File: src/rtl/evo_xb_port_pad.sv
// Per-port pad stage: muxes PMUX/GPIO drive onto the pads, synchronises pad inputs back to the
// core, detects pin-change events into sticky flags and raises a single port interrupt.
// Optional build macro: EVO_PAD_GLITCH_FILTER_EN adds a per-pin glitch filter whose length is
// set by filt_len_i.
module evo_xb_port_pad #(
   parameter int unsigned DWIDTH      = 8,
   parameter int unsigned SYNC_STAGES = 2,
   parameter int unsigned FILT_W      = 4
) (
   input  logic                  clk,
   input  logic                  reset_n,
   input  logic [DWIDTH-1:0]     pmux_dir_i,
   input  logic [DWIDTH-1:0]     pmux_out_i,
   input  logic [DWIDTH-1:0]     pmux_en_i,
   input  logic [DWIDTH-1:0]     gpio_dir_i,
   input  logic [DWIDTH-1:0]     gpio_out_i,
   input  logic [DWIDTH-1:0]     pad_in_i,
   output logic [DWIDTH-1:0]     pad_oe_o,
   output logic [DWIDTH-1:0]     pad_out_o,
   output logic [DWIDTH-1:0]     pin_val_o,
   input  logic [2*DWIDTH-1:0]   int_mode_i,
   input  logic [DWIDTH-1:0]     int_clr_i,
   output logic [DWIDTH-1:0]     int_flag_o,
   output logic                  int_o,
   input  logic [FILT_W-1:0]     filt_len_i
);

   // Startup counter counts one cycle past the synchroniser latency, so that prev has caught
   // up with pin_val before edges are allowed to set flags.
   localparam int unsigned PrimeW = $clog2(SYNC_STAGES + 2);

   logic [DWIDTH-1:0] pad_oe_q, pad_out_q;
   logic [DWIDTH-1:0] sync_q [SYNC_STAGES];
   logic [DWIDTH-1:0] s;
   logic [DWIDTH-1:0] pin_val_q, prev_q;
   logic [DWIDTH-1:0] flag_q;
   logic [DWIDTH-1:0] hit;
   logic [PrimeW-1:0] prime_cnt_q;
   logic              primed_q;

   assign s = sync_q[SYNC_STAGES-1];

   // Output drive: PMUX-owned pins take PMUX dir/out, the rest take GPIO register values.
   always_ff @(posedge clk or negedge reset_n) begin
      if (!reset_n) begin
         pad_oe_q  <= '0;
         pad_out_q <= '0;
      end else begin
         pad_oe_q  <= (pmux_en_i & pmux_dir_i) | (~pmux_en_i & gpio_dir_i);
         pad_out_q <= (pmux_en_i & pmux_out_i) | (~pmux_en_i & gpio_out_i);
      end
   end

   // Input synchroniser chain.
   always_ff @(posedge clk or negedge reset_n) begin
      if (!reset_n) begin
         for (int k = 0; k < SYNC_STAGES; k++) sync_q[k] <= '0;
      end else begin
         sync_q[0] <= pad_in_i;
         for (int k = 1; k < SYNC_STAGES; k++) sync_q[k] <= sync_q[k-1];
      end
   end

`ifdef EVO_PAD_GLITCH_FILTER_EN
   logic [FILT_W-1:0] filt_cnt_q [DWIDTH];

   // Glitch filter: a change is accepted only after filt_len_i+1 consecutive differing cycles.
   always_ff @(posedge clk or negedge reset_n) begin
      if (!reset_n) begin
         pin_val_q <= '0;
         for (int i = 0; i < DWIDTH; i++) filt_cnt_q[i] <= '0;
      end else begin
         for (int i = 0; i < DWIDTH; i++) begin
            if (s[i] == pin_val_q[i]) begin
               filt_cnt_q[i] <= '0;
            end else if (filt_cnt_q[i] >= filt_len_i) begin
               pin_val_q[i]  <= s[i];
               filt_cnt_q[i] <= '0;
            end else begin
               filt_cnt_q[i] <= filt_cnt_q[i] + 1'b1;
            end
         end
      end
   end
`else
   logic unused_filt_len;
   assign unused_filt_len = ^filt_len_i;

   // Unfiltered build: pin value is the synchroniser output, one register later.
   always_ff @(posedge clk or negedge reset_n) begin
      if (!reset_n) pin_val_q <= '0;
      else          pin_val_q <= s;
   end
`endif

   // Startup suppression: primed rises once reset-time pin levels have settled through prev.
   always_ff @(posedge clk or negedge reset_n) begin
      if (!reset_n) begin
         prime_cnt_q <= '0;
         primed_q    <= 1'b0;
      end else if (!primed_q) begin
         if (prime_cnt_q == PrimeW'(SYNC_STAGES + 1)) primed_q <= 1'b1;
         else                                          prime_cnt_q <= prime_cnt_q + 1'b1;
      end
   end

   // Edge qualification per pin: mode bit 0 enables rise, bit 1 enables fall.
   always_comb begin
      hit = '0;
      for (int i = 0; i < DWIDTH; i++) begin
         hit[i] = primed_q &
                  ((int_mode_i[2*i]   & pin_val_q[i] & ~prev_q[i]) |
                   (int_mode_i[2*i+1] & ~pin_val_q[i] & prev_q[i]));
      end
   end

   // Previous pin value and sticky flags; a set wins over a simultaneous clear.
   always_ff @(posedge clk or negedge reset_n) begin
      if (!reset_n) begin
         prev_q <= '0;
         flag_q <= '0;
      end else begin
         prev_q <= pin_val_q;
         flag_q <= hit | (flag_q & ~int_clr_i);
      end
   end

   assign pad_oe_o   = pad_oe_q;
   assign pad_out_o  = pad_out_q;
   assign pin_val_o  = pin_val_q;
   assign int_flag_o = flag_q;
   assign int_o      = |flag_q;

endmodule
File: config.mk
export PLATFORM = sky130hd
export DESIGN_NAME = evo_xb_port_pad
export DESIGN_NICKNAME = d
export VERILOG_FILES = /design/src/rtl/evo_xb_port_pad.sv
export SDC_FILE = /design/constraint.sdc
export NUM_CORES = 1
export LEC_CHECK = 0
export ABC_AREA = 1
export CAP_MARGIN = 20
export CORE_MARGIN = 5
export CORE_UTILIZATION = 42
export CTS_CLUSTER_DIAMETER = 30
export DETAILED_ROUTE_END_ITERATION = 12
export GPL_TIMING_DRIVEN = 0
export PLACE_DENSITY = 0.87
export SYNTH_ARGS = -nofsm -noshare
export SYNTH_HDL_FRONTEND = slang
export SYNTH_SLANG_ARGS = --single-unit
File: constraint.sdc
create_clock -name clk -period 1.5 [get_ports clk]
set_input_delay 0.225 -clock clk [delete_from_list [all_inputs] [get_ports clk]]
set_output_delay 0.225 -clock clk [all_outputs]
set_load 0.1 [all_outputs]
# [Yosys cells after proc, flatten, opt, wreduce, memory -nomap -nowiden]
# Index checks and enable logic that the tools add are counted.
[word_totals] ff_bits=59 inputBits=78 elab_cells=91
[op_classes] n_addsub=1 eq_ne=1 n_mux=2 bitwise=76 n_reduce_logical=2
[ops] operator="1-bit bitwise AND" count=40
[ops] operator="8-bit bitwise AND" count=5
[ops] operator="8-bit OR" count=3
[ops] operator="1-bit inverter" count=18
[ops] operator="8-bit inverter" count=2
[ops] operator="1-bit OR" count=8
[ops] operator="8-bit OR reduction" count=1
[ops] operator="2-bit by 1-bit adder with 2-bit output, second input constant" count=1
[ops] operator="2-bit == test, second input constant" count=1
[ops] operator="1-bit 2-to-1 mux" count=2
[ops] operator="2-bit AND reduction" count=1

# [Longest topological paths before layout]
[logic_depth] ltp_word=6 depth_mapped=5

# [Worst setup path before layout]
# OpenSTA, ideal clock, no wires.
[synth_path] kind="register -> output" startpoint="register flag_q[6] (netlist: int_flag_o[6])" endpoint="output port int_o" arrival_time_ns=1.864 path_slack_ns=-0.589 stages_incl_launch_ff=3 cell_sequence="dfrtp_1 > nor2_1 > nand4_1"
[synth_via] elab_chain_len=1
[synth_rtl] item="start, declared" line_no="36" rtl="logic [DWIDTH-1:0] flag_q;"
[synth_rtl] item="start signal, assigned" line_no="124" rtl="flag_q <= hit | (flag_q & ~int_clr_i);"
[synth_rtl] item="8-bit OR reduction" line_no="132" rtl="assign int_o = |flag_q;"
[synth_rtl] item="end, declared" line_no="24" rtl="output logic int_o,"
# Every way passes these cells.

# [Worst setup path after layout]
[layout_path] startpoint="register flag_q[0] (netlist: int_flag_o[0])" endpoint="output port int_o"
# Same word-level chain as after synthesis.

==> results.yml <==
synthesis:
  yosysUniqueCellTypes: 13
  synthCells: 200
  netlist_area_um2: 2090
  synth_warnings: 0
  synth_area_leaders: "dfrtp_1 71%, nand2_1 12%, inv_1 7.2%, o21ai_0 3.8%, nand3_1 1.9%"
  ys.flop_type: "dfrtp_1"
  synth_edf_count: 0
  ys_top_cells_by_count: "66 x nand2_1, 59 x dfrtp_1, 40 x inv_1, 16 x o21ai_0, 8 x nand3_1"
  synth_seq_area_share_pct: 70.8
  synth.most_common_cell: "nand2_1"
  synth_nets: 279
  synth_area_leader_cell: "dfrtp_1"
  synth-seq-cells: 59
  avgSynthCellArea_um2: 10.4
  synth-async-reset-ratio_pct: 100
  synth_top_area_share_pct: 70.8
sta:
  setup_viol: 0
  layout_min_cycle_time_ns: 1.46
  hold_viol: 0
  fin_worst_skew_ns: 0.00983
  rsz0062_at_grt: "yes"
  clock.fmax_ghz: 0.686
  tightest_slew_ns: 0.563
  slew_headroom_pct: 62.7
  fin_crit_sh_pct: 97.1
  fin_setup_tns_ns: 0
  maxSlewViolCount: 0
final_layout:
  drive_gt1_share_pct: 18.6
  multi_input_area_um2: 449
  instances_no_fill: 389
  layout.nets: 398
  antenna_cells: 0
  seq_area_um2: 1500
  nFillCells: 357
  syn_to_final_growth_pct: 62.4
place:
  dp.cells: 374
  io_buffers: 106
  gp_congestion: 0.645
  post-dp-hpwl_um: 3570
setup_path:
  setup.worst_path.end_class: "primary output"
  cp_max_fo: 3
  critical_path_arrival_ns: 1.23
  required_ns: 1.27
  crit_type: "flop to primary output"
  start_kind: "flop"
routing:
  avgViaCountPerCell: 4.23
  totalWireLength_um: 4460
  drtPass1Iterations: 4
  drc_errors: 0
  drt_iter0_drc: 43
  drtAntennaViolNets: 0
  wl_per_cell_um: 11.5
  vias: 1646
pwr:
  ir_drop_mv: 0.642
  power_density_nw_per_um2: 1130
  p_total_mw: 3.83
  p_leak_nw: 1.68
floorplan:
  die_y_um: 80.5
  dieArea_um2: 6480
  start_util_pct: 43.6
  io-pin-count: 111
  die_x_um: 80.5
  num_rows: 25
  core_um2: 4790
global_route:
  grt_pass1_vias: 1750
  grt_pass1_wl_um: 7120
  antenna_found_initial: 0
  grtUsageTotal_pct: 15.1
  overflow: 0
  grt_max_degree: 39
clock_tree:
  ctsRootBufferMaster: "clkbuf_8"
  cts_setup_buffers: 0
  cts-buffers-inserted: 9
  htree_levels: 3
  cts_tree: "yes"
  cts_buffer_depth: 2
  cts_sinks: 59
  insertion_delay_ns: 0.32
  clkTransAtPathRegs_ns: 0.07
flow_run:
  maxCapViolCount: 0
outcome:
  outcome: "finished clean"
worst_hold_path:
  hp-class: "flop to flop"
## per-stage QoR
| step | cell area, µm² | hold slack (ns) | util [%] | setup WS, ns |
|---|---|---|---|---|
| 6_report | 3390 | 0.344 | 70.8 | 0.0428 |
| 5_1_grt | 3390 | 0.315 | 70.8 | -0.0324 |
| 4_1_cts | 3390 | 0.327 | 70.8 | -0.228 |
| 3_5_place_dp | 3270 | 0.224 | 68.3 | -0.387 |
| 3_3_place_gp | 3250 | 0.332 | 68.0 | -1.92 |
| 2_1_floorplan | 2110 | -0.0706 | - | -0.384 |
## worst paths after layout
kind	slack [ns]	endpoint	cells after the start	startpoint
setup / recovery	0.04	int_o	3	int_flag_o[0]$_DFF_PN0_
setup reg to reg	0.45	prime_cnt_q[1]$_DFFE_PN0P_	5	prime_cnt_q[0]$_DFFE_PN0P_
hold / removal	0.34	pin_val_o[7]$_DFF_PN0_	0	s[7]$_DFF_PN0_
min in group asynchronous	0.40	prev_q[1]$_DFF_PN0_	2	reset_n
hold reg to reg	0.34	pin_val_o[7]$_DFF_PN0_	0	s[7]$_DFF_PN0_
max in group asynchronous	0.52	int_flag_o[4]$_DFF_PN0_	3	reset_n
## layer usage
metal	share of wire (%)	vias up	GRT usage [%]
met5	0	-	0
met4	1.3	0	5.74
met3	15	7	11.0
met2	49	77	25.3
met1	35	733	13.9
li1	-	829	-
## registers in the layout, indices dropped and copies added, names as in the netlist, 2 cells and up
register / flops
s: 8
int_flag_o: 8
prev_q: 8
prime_cnt_q: 2
pin_val_o: 8
pad_out_o: 8
sync_q: 8
pad_oe_o: 8
## cell families (layout without fill, tap and decap cells)
family	count (synthesis)	after routing	synth area share [%]
and+or+nand+nor	81	81	16.1
DFF	59	59	70.8
buffers and inverters	42	164	7.92
xor gates and xnor gates	1	1	0.780
adders and majority gates	1	1	0.600
AOI/OAI and AO/OA	16	16	3.84
## cells in the final DEF, fill, tap and decap left out, drive strengths merged
cell type	netlist	layout
dlygate4sd3	0	1
o21ai	16	16
clkbuf	0	14
nand2	67	67
nand4	1	1
buf	1	19
ha	1	1
clkdlybuf4s15	0	17
nor2	5	5
nand3	8	8
xor2	1	1
dfrtp	59	59
clkdlybuf4s50	0	72
inv	41	41
## worst max-delay path, stage by stage, from the launching register on
cell and delay (ns):
dfrtp_4 0.48, nor2_2 0.11, nand4_1 0.13, buf_8 0.20
## what timing repair did
| item | in CTS | in global routing |
|---|---|---|
| hold buffers | 1 | 0 |
| endpoints found under the hold margin | 21 | 0 |
| gates resized for setup | 125 | 12 |
| pin swaps | 0 | 1 |
| endpoints found under the setup margin | 33 | 3 |
## power breakdown
part / internal, mW / switching, mW / total, mW
Clock: 0.629 / 0.518 / 1.15
Sequential: 1.70 / 0.0490 / 1.75
Combinational: 0.283 / 0.653 / 0.936
## layout make-up
type                            instances  area share [%]
Tap cell                               67            2.48
Inverter                               41            4.54
Sequential cell                        59            44.3
Multi-Input combinational cell         99            13.3
Buffer                                  1           0.332
Timing Repair Buffer                  108            30.6
Clock buffer                           14            4.51
Power figures use the tool's default switching activity.
